$ cat config.mk
export PLATFORM = sky130hd
export DESIGN_NAME = apb_req_master
export DESIGN_NICKNAME = d
export VERILOG_FILES = /design/src/rtl/apb_req_master.sv
export SDC_FILE = /design/constraint.sdc
export NUM_CORES = 1
export LEC_CHECK = 0
export ABC_AREA = 1
export BUFFER_PORTS_ARGS = -buffer_cell sky130_fd_sc_hd__buf_2
export CAP_MARGIN = 30
export CELL_PAD_IN_SITES_DETAIL_PLACEMENT = 0
export CELL_PAD_IN_SITES_GLOBAL_PLACEMENT = 2
export CORE_UTILIZATION = 25
export DETAILED_ROUTE_END_ITERATION = 12
export PLACE_DENSITY = 0.8
export SETUP_SLACK_MARGIN = 0.05
export SKIP_LAST_GASP = 1
export SLEW_MARGIN = 25
export SYNTH_ARGS = -nofsm -noshare
export SYNTH_HDL_FRONTEND = slang
export SYNTH_SLANG_ARGS = --single-unit
$ cat constraint.sdc
create_clock -name PCLK -period 4.12 [get_ports PCLK]
set_input_delay 0.824 -clock PCLK [delete_from_list [all_inputs] [get_ports PCLK]]
set_output_delay 0.824 -clock PCLK [all_outputs]
set_load 0.02 [all_outputs]
$ cat src/rtl/apb_req_master.sv
// ---------------------------------------------------------------------------
// apb_req_master
//
// Single-outstanding APB requester. A command taken on the valid/ready
// request channel is driven onto APB as a SETUP phase followed by an ACCESS
// phase. The ACCESS phase waits on PREADY for any number of wait states.
// The result comes back on a valid/ready response channel. A wait-state
// timeout aborts a transfer whose slave never answers, so the bus cannot
// hang.
//
// Ports
//   PCLK, PRESET          clock (rising edge) and synchronous active-high reset
//   req_valid/req_ready   request handshake; req_write, req_addr, req_wdata,
//                         req_strb carry the command
//   rsp_valid/rsp_ready   response handshake; rsp_rdata, rsp_err,
//                         rsp_timeout carry the result
//   PSEL, PENABLE, PWRITE, PADDR, PWDATA, PSTRB   APB requester outputs
//   PRDATA, PREADY, PSLVERR                       APB completer inputs
// ---------------------------------------------------------------------------
module apb_req_master #(
  parameter int ADDR_WIDTH     = 8,
  parameter int DATA_WIDTH     = 32,
  parameter int TIMEOUT_CYCLES = 16
) (
  input  logic                    PCLK,
  input  logic                    PRESET,
  input  logic                    req_valid,
  output logic                    req_ready,
  input  logic                    req_write,
  input  logic [ADDR_WIDTH-1:0]   req_addr,
  input  logic [DATA_WIDTH-1:0]   req_wdata,
  input  logic [DATA_WIDTH/8-1:0] req_strb,
  output logic                    rsp_valid,
  input  logic                    rsp_ready,
  output logic [DATA_WIDTH-1:0]   rsp_rdata,
  output logic                    rsp_err,
  output logic                    rsp_timeout,
  output logic                    PSEL,
  output logic                    PENABLE,
  output logic                    PWRITE,
  output logic [ADDR_WIDTH-1:0]   PADDR,
  output logic [DATA_WIDTH-1:0]   PWDATA,
  output logic [DATA_WIDTH/8-1:0] PSTRB,
  input  logic [DATA_WIDTH-1:0]   PRDATA,
  input  logic                    PREADY,
  input  logic                    PSLVERR
);

  localparam int CNT_W = (TIMEOUT_CYCLES > 0) ? $clog2(TIMEOUT_CYCLES + 1) : 1;
  localparam logic [CNT_W-1:0] CNT_LAST =
    (TIMEOUT_CYCLES > 0) ? CNT_W'(TIMEOUT_CYCLES - 1) : '0;

  typedef enum logic [1:0] {
    ST_IDLE   = 2'd0,
    ST_SETUP  = 2'd1,
    ST_ACCESS = 2'd2,
    ST_RESP   = 2'd3
  } state_t;

  state_t           state;
  logic [CNT_W-1:0] wait_cnt;
  logic             timeout_hit;

  // Wait counter holds at its maximum instead of wrapping to zero.
  function automatic logic [CNT_W-1:0] sat_inc(input logic [CNT_W-1:0] cnt);
    return (cnt == {CNT_W{1'b1}}) ? cnt : cnt + 1'b1;
  endfunction

  // Last permitted wait cycle; a zero TIMEOUT_CYCLES disables the abort.
  always_comb begin
    timeout_hit = (TIMEOUT_CYCLES != 0) && (wait_cnt == CNT_LAST);
  end

  always_ff @(posedge PCLK) begin
    if (PRESET) begin
      state       <= ST_IDLE;
      wait_cnt    <= '0;
      req_ready   <= 1'b1;
      rsp_valid   <= 1'b0;
      rsp_rdata   <= '0;
      rsp_err     <= 1'b0;
      rsp_timeout <= 1'b0;
      PSEL        <= 1'b0;
      PENABLE     <= 1'b0;
      PWRITE      <= 1'b0;
      PADDR       <= '0;
      PWDATA      <= '0;
      PSTRB       <= '0;
    end else begin
      case (state)
        // IDLE: capture the command straight into the APB output registers.
        ST_IDLE: begin
          if (req_valid) begin
            PWRITE    <= req_write;
            PADDR     <= req_addr;
            PWDATA    <= req_wdata;
            PSTRB     <= req_write ? req_strb : '0;
            PSEL      <= 1'b1;
            req_ready <= 1'b0;
            state     <= ST_SETUP;
          end
        end

        // SETUP: one cycle, then enable.
        ST_SETUP: begin
          PENABLE  <= 1'b1;
          wait_cnt <= '0;
          state    <= ST_ACCESS;
        end

        // ACCESS: PREADY completion outranks the timeout in the same cycle.
        ST_ACCESS: begin
          if (PREADY) begin
            rsp_err     <= PSLVERR;
            rsp_timeout <= 1'b0;
            rsp_rdata   <= (!PWRITE && !PSLVERR) ? PRDATA : '0;
            PSEL        <= 1'b0;
            PENABLE     <= 1'b0;
            rsp_valid   <= 1'b1;
            state       <= ST_RESP;
          end else if (timeout_hit) begin
            rsp_err     <= 1'b1;
            rsp_timeout <= 1'b1;
            rsp_rdata   <= '0;
            PSEL        <= 1'b0;
            PENABLE     <= 1'b0;
            rsp_valid   <= 1'b1;
            state       <= ST_RESP;
          end else begin
            wait_cnt <= sat_inc(wait_cnt);
          end
        end

        // RESP: hold the response until it is taken.
        ST_RESP: begin
          if (rsp_ready) begin
            rsp_valid <= 1'b0;
            req_ready <= 1'b1;
            state     <= ST_IDLE;
          end
        end

        default: state <= ST_IDLE;
      endcase
    end
  end

endmodule

==> impl_metrics.json <==
{
  "yosysTopAreaCellShare_pct": 53.3,
  "yosys.cell_types.count": 20,
  "drc": 0,
  "most_common_flop_cell_mapped_by_yosys": "dfxtp_1",
  "detailedPlacementHpwl_mm": 6.76,
  "final_layout_size_suffix_gt1_share_pct": 31.2,
  "finalCritPeriodShare_pct": 49.5,
  "worst_slew_pin_slew_ps": 754,
  "gpl.final_weighted_congestion": 0.729,
  "floorplan.initialDensity_pct": 25.6,
  "die_area_mm2": 0.0140,
  "worstSetupStartpointType": "register",
  "count_of_flip_flops_with_a_built_in_enable_after_synthesis": 0,
  "detail_route.vias_per_cell": 4.23,
  "unrepaired_setup_endpoints_after_global_routing": "no",
  "post-synth-top-count-cell": "nand2_1",
  "avgSynthCellArea_um2": 7.59,
  "fill_cells": 1470,
  "totalWireLength_mm": 9.44,
  "max-clock-path-buffers": 2,
  "dieHeight_um": 118,
  "avgRoutedWirePerCell_um": 12.1,
  "timing.final.crit_period_ps": 2040,
  "antenna-diode-count": 0,
  "synthToLayoutAreaGrowth_pct": 36.9,
  "slew_headroom_pct": 49.6,
  "clkSlewWorstSetupHoldPaths_ps": 60,
  "p_leak_nw": 2.20,
  "core_region_area_mm2": 0.0132,
  "pin_count": 166,
  "share_of_synthesized_area_occupied_by_flip_flops_and_latches_pct": 53.3,
  "cts-buffers-inserted": 9,
  "tns_ps": 0,
  "finalSetupViolations": 0,
  "drt_first_iter_violations": 169,
  "yosys_register_bits": 90,
  "drv_cap": 0,
  "grt_first_pass_wirelength_mm": 15.1,
  "max_clock_freq_mhz": 490,
  "port_buffers": 165,
  "post_synth_most_frequent_cells": "nand2_1 (110), nor2_1 (93), dfxtp_1 (90)",
  "drv_slew": 0,
  "grt_overflow_total": 0,
  "cts.root.buffer_cell": "clkbuf_16",
  "netlist_area_mm2": 0.00338,
  "cp_max_fo": 41,
  "finClkSkew_ps": 6.27,
  "vias_in_the_first_global_route": 3065,
  "std_cell_rows": 42,
  "number_of_warnings_issued_by_yosys": 0,
  "yosysTopAreaCell": "dfxtp_1",
  "cp_data_required_time_ps": 4330,
  "dr_total_vias": 3308,
  "cts_max_level": 3,
  "cp.arrival_ps": 2250,
  "cts_repair_resize_count": 0,
  "power_density_mw_per_mm2": 620,
  "post_cts_buffers": 0,
  "grt_start_max_net_pins": 47,
  "timing_worst_setup_path_type": "reg2reg",
  "power.total_mw": 2.87,
  "tritoncts_num_sinks": 90,
  "clkLatencyLatePin_ps": 340,
  "setup.worst_path.end_class": "register",
  "post_synth_main_area_contributors": "dfxtp_1 (53%), nand2_1 (12%), nor2_1 (10%)",
  "grt.total_usage_pct": 13.9,
  "drt.antenna.violating_nets": 0,
  "nets": 693,
  "drtPass1Iterations": 6,
  "ir_drop_worst_vdd_v": 0.000208,
  "cell_count_after_synthesis": 445,
  "cts_hold_buffers": 0,
  "async_flop_share_pct": 0,
  "grt_antenna_before_repair": 0,
  "tritoncts": "built",
  "run_status": "completed",
  "min_path_type": "reg2reg",
  "die_w_um": 118,
  "mapped_nets": 536,
  "endpoints_failing_hold": 0
}
[cells by family after synthesis]
group,after synthesis,synth area share (%)
flops,90,53.3
fa+ha+maj,8,2.96
compound gates,93,14.0
buf+inv,43,5.59
simple gates,211,24.1
[layout make-up]
class                           count  area, um2  share of cell area [%]
Multi-Input combinational cell    312       1390                    30.0
Inverter                           18       67.6                    1.46
Clock buffer                       12        256                    5.54
Clock inverter                      3       15.0                   0.324
Tap cell                          176        220                    4.76
Timing Repair Buffer              171        878                    19.0
Sequential cell                    90       1800                    38.9
[worst paths after layout]
path | startpoint | endpoint | slack, ps | depth (start not counted)
setup reg to reg | state[0]$_SDFFE_PP0P_ | req_ready$_SDFFE_PP1P_ | 2080 | 8
hold / removal | rsp_valid$_SDFFE_PP0P_ | rsp_valid$_SDFFE_PP0P_ | 450 | 2
hold reg to reg | rsp_valid$_SDFFE_PP0P_ | rsp_valid$_SDFFE_PP0P_ | 450 | 2
setup / recovery | state[0]$_SDFFE_PP0P_ | req_ready$_SDFFE_PP1P_ | 2080 | 8
[power breakdown]
group,internal [mW],switching [mW]
Combinational,0.320,0.650
Clock,0.435,0.323
Sequential,1.05,0.0927
Total,1.80,1.07
[state kept, by name, summed over array words and instances (netlist names)]
register,flops
PADDR,8
PENABLE,1
PSEL,1
PSTRB,4
PWDATA,32
PWRITE,1
req_ready,1
rsp_err,1
rsp_rdata,32
rsp_timeout,1
rsp_valid,1
state,2
wait_cnt,5
[placed cells by master (no fill, tap or decap)]
| master | netlist | layout |
|---|---|---|
| nand3_1 | 4 | 4 |
| nand4_1 | 1 | 1 |
| buf_4 | 5 | 4 |
| inv_2 | 0 | 1 |
| buf_6 | 0 | 2 |
| nand2_2 | 1 | 1 |
| nor3_1 | 1 | 1 |
| clkbuf_8 | 0 | 2 |
| clkbuf_1 | 12 | 1 |
| clkbuf_16 | 0 | 9 |
| buf_2 | 6 | 165 |
| o21ai_0 | 43 | 43 |
| ha_1 | 8 | 8 |
| inv_1 | 18 | 17 |
| nor2_1 | 93 | 93 |
| clkinv_2 | 0 | 3 |
| o211ai_1 | 1 | 1 |
| o21ai_2 | 1 | 1 |
| a21oi_1 | 47 | 47 |
| dfxtp_1 | 90 | 90 |
| nand2_1 | 110 | 110 |
| nor3_4 | 1 | 1 |
| o22ai_1 | 1 | 1 |
[worst max-delay path, cell delays in order (launching register included)]
cell and delay, ps:
dfxtp_1 330, inv_1 120, ha_1 200, nand2_1 450
inv_1 160, buf_4 390, nand2_1 90, nand2_1 80
nand3_1 60
[per-stage QoR]
step	cell area, um2	instances	hold slack [ps]	utilization [%]	worst slack (ps)
after floorplan	3380	445	461	-	2530
after CTS	4630	782	458	35.1	2010
final	4630	782	449	35.1	2080
after global placement	4330	765	427	32.9	1510
after detailed placement	4360	767	448	33.0	1780
after global routing	4630	782	480	35.1	1780
[metal layers]
metal	global-route usage, %	wire length, um	vias to the layer above
li1	-	-	1727
met1	16.4	4240	1438
met2	21.6	4120	129
met3	5.94	887	14
met4	6.41	198	0
met5	0	0	-
(Power assumes the default switching activity.)
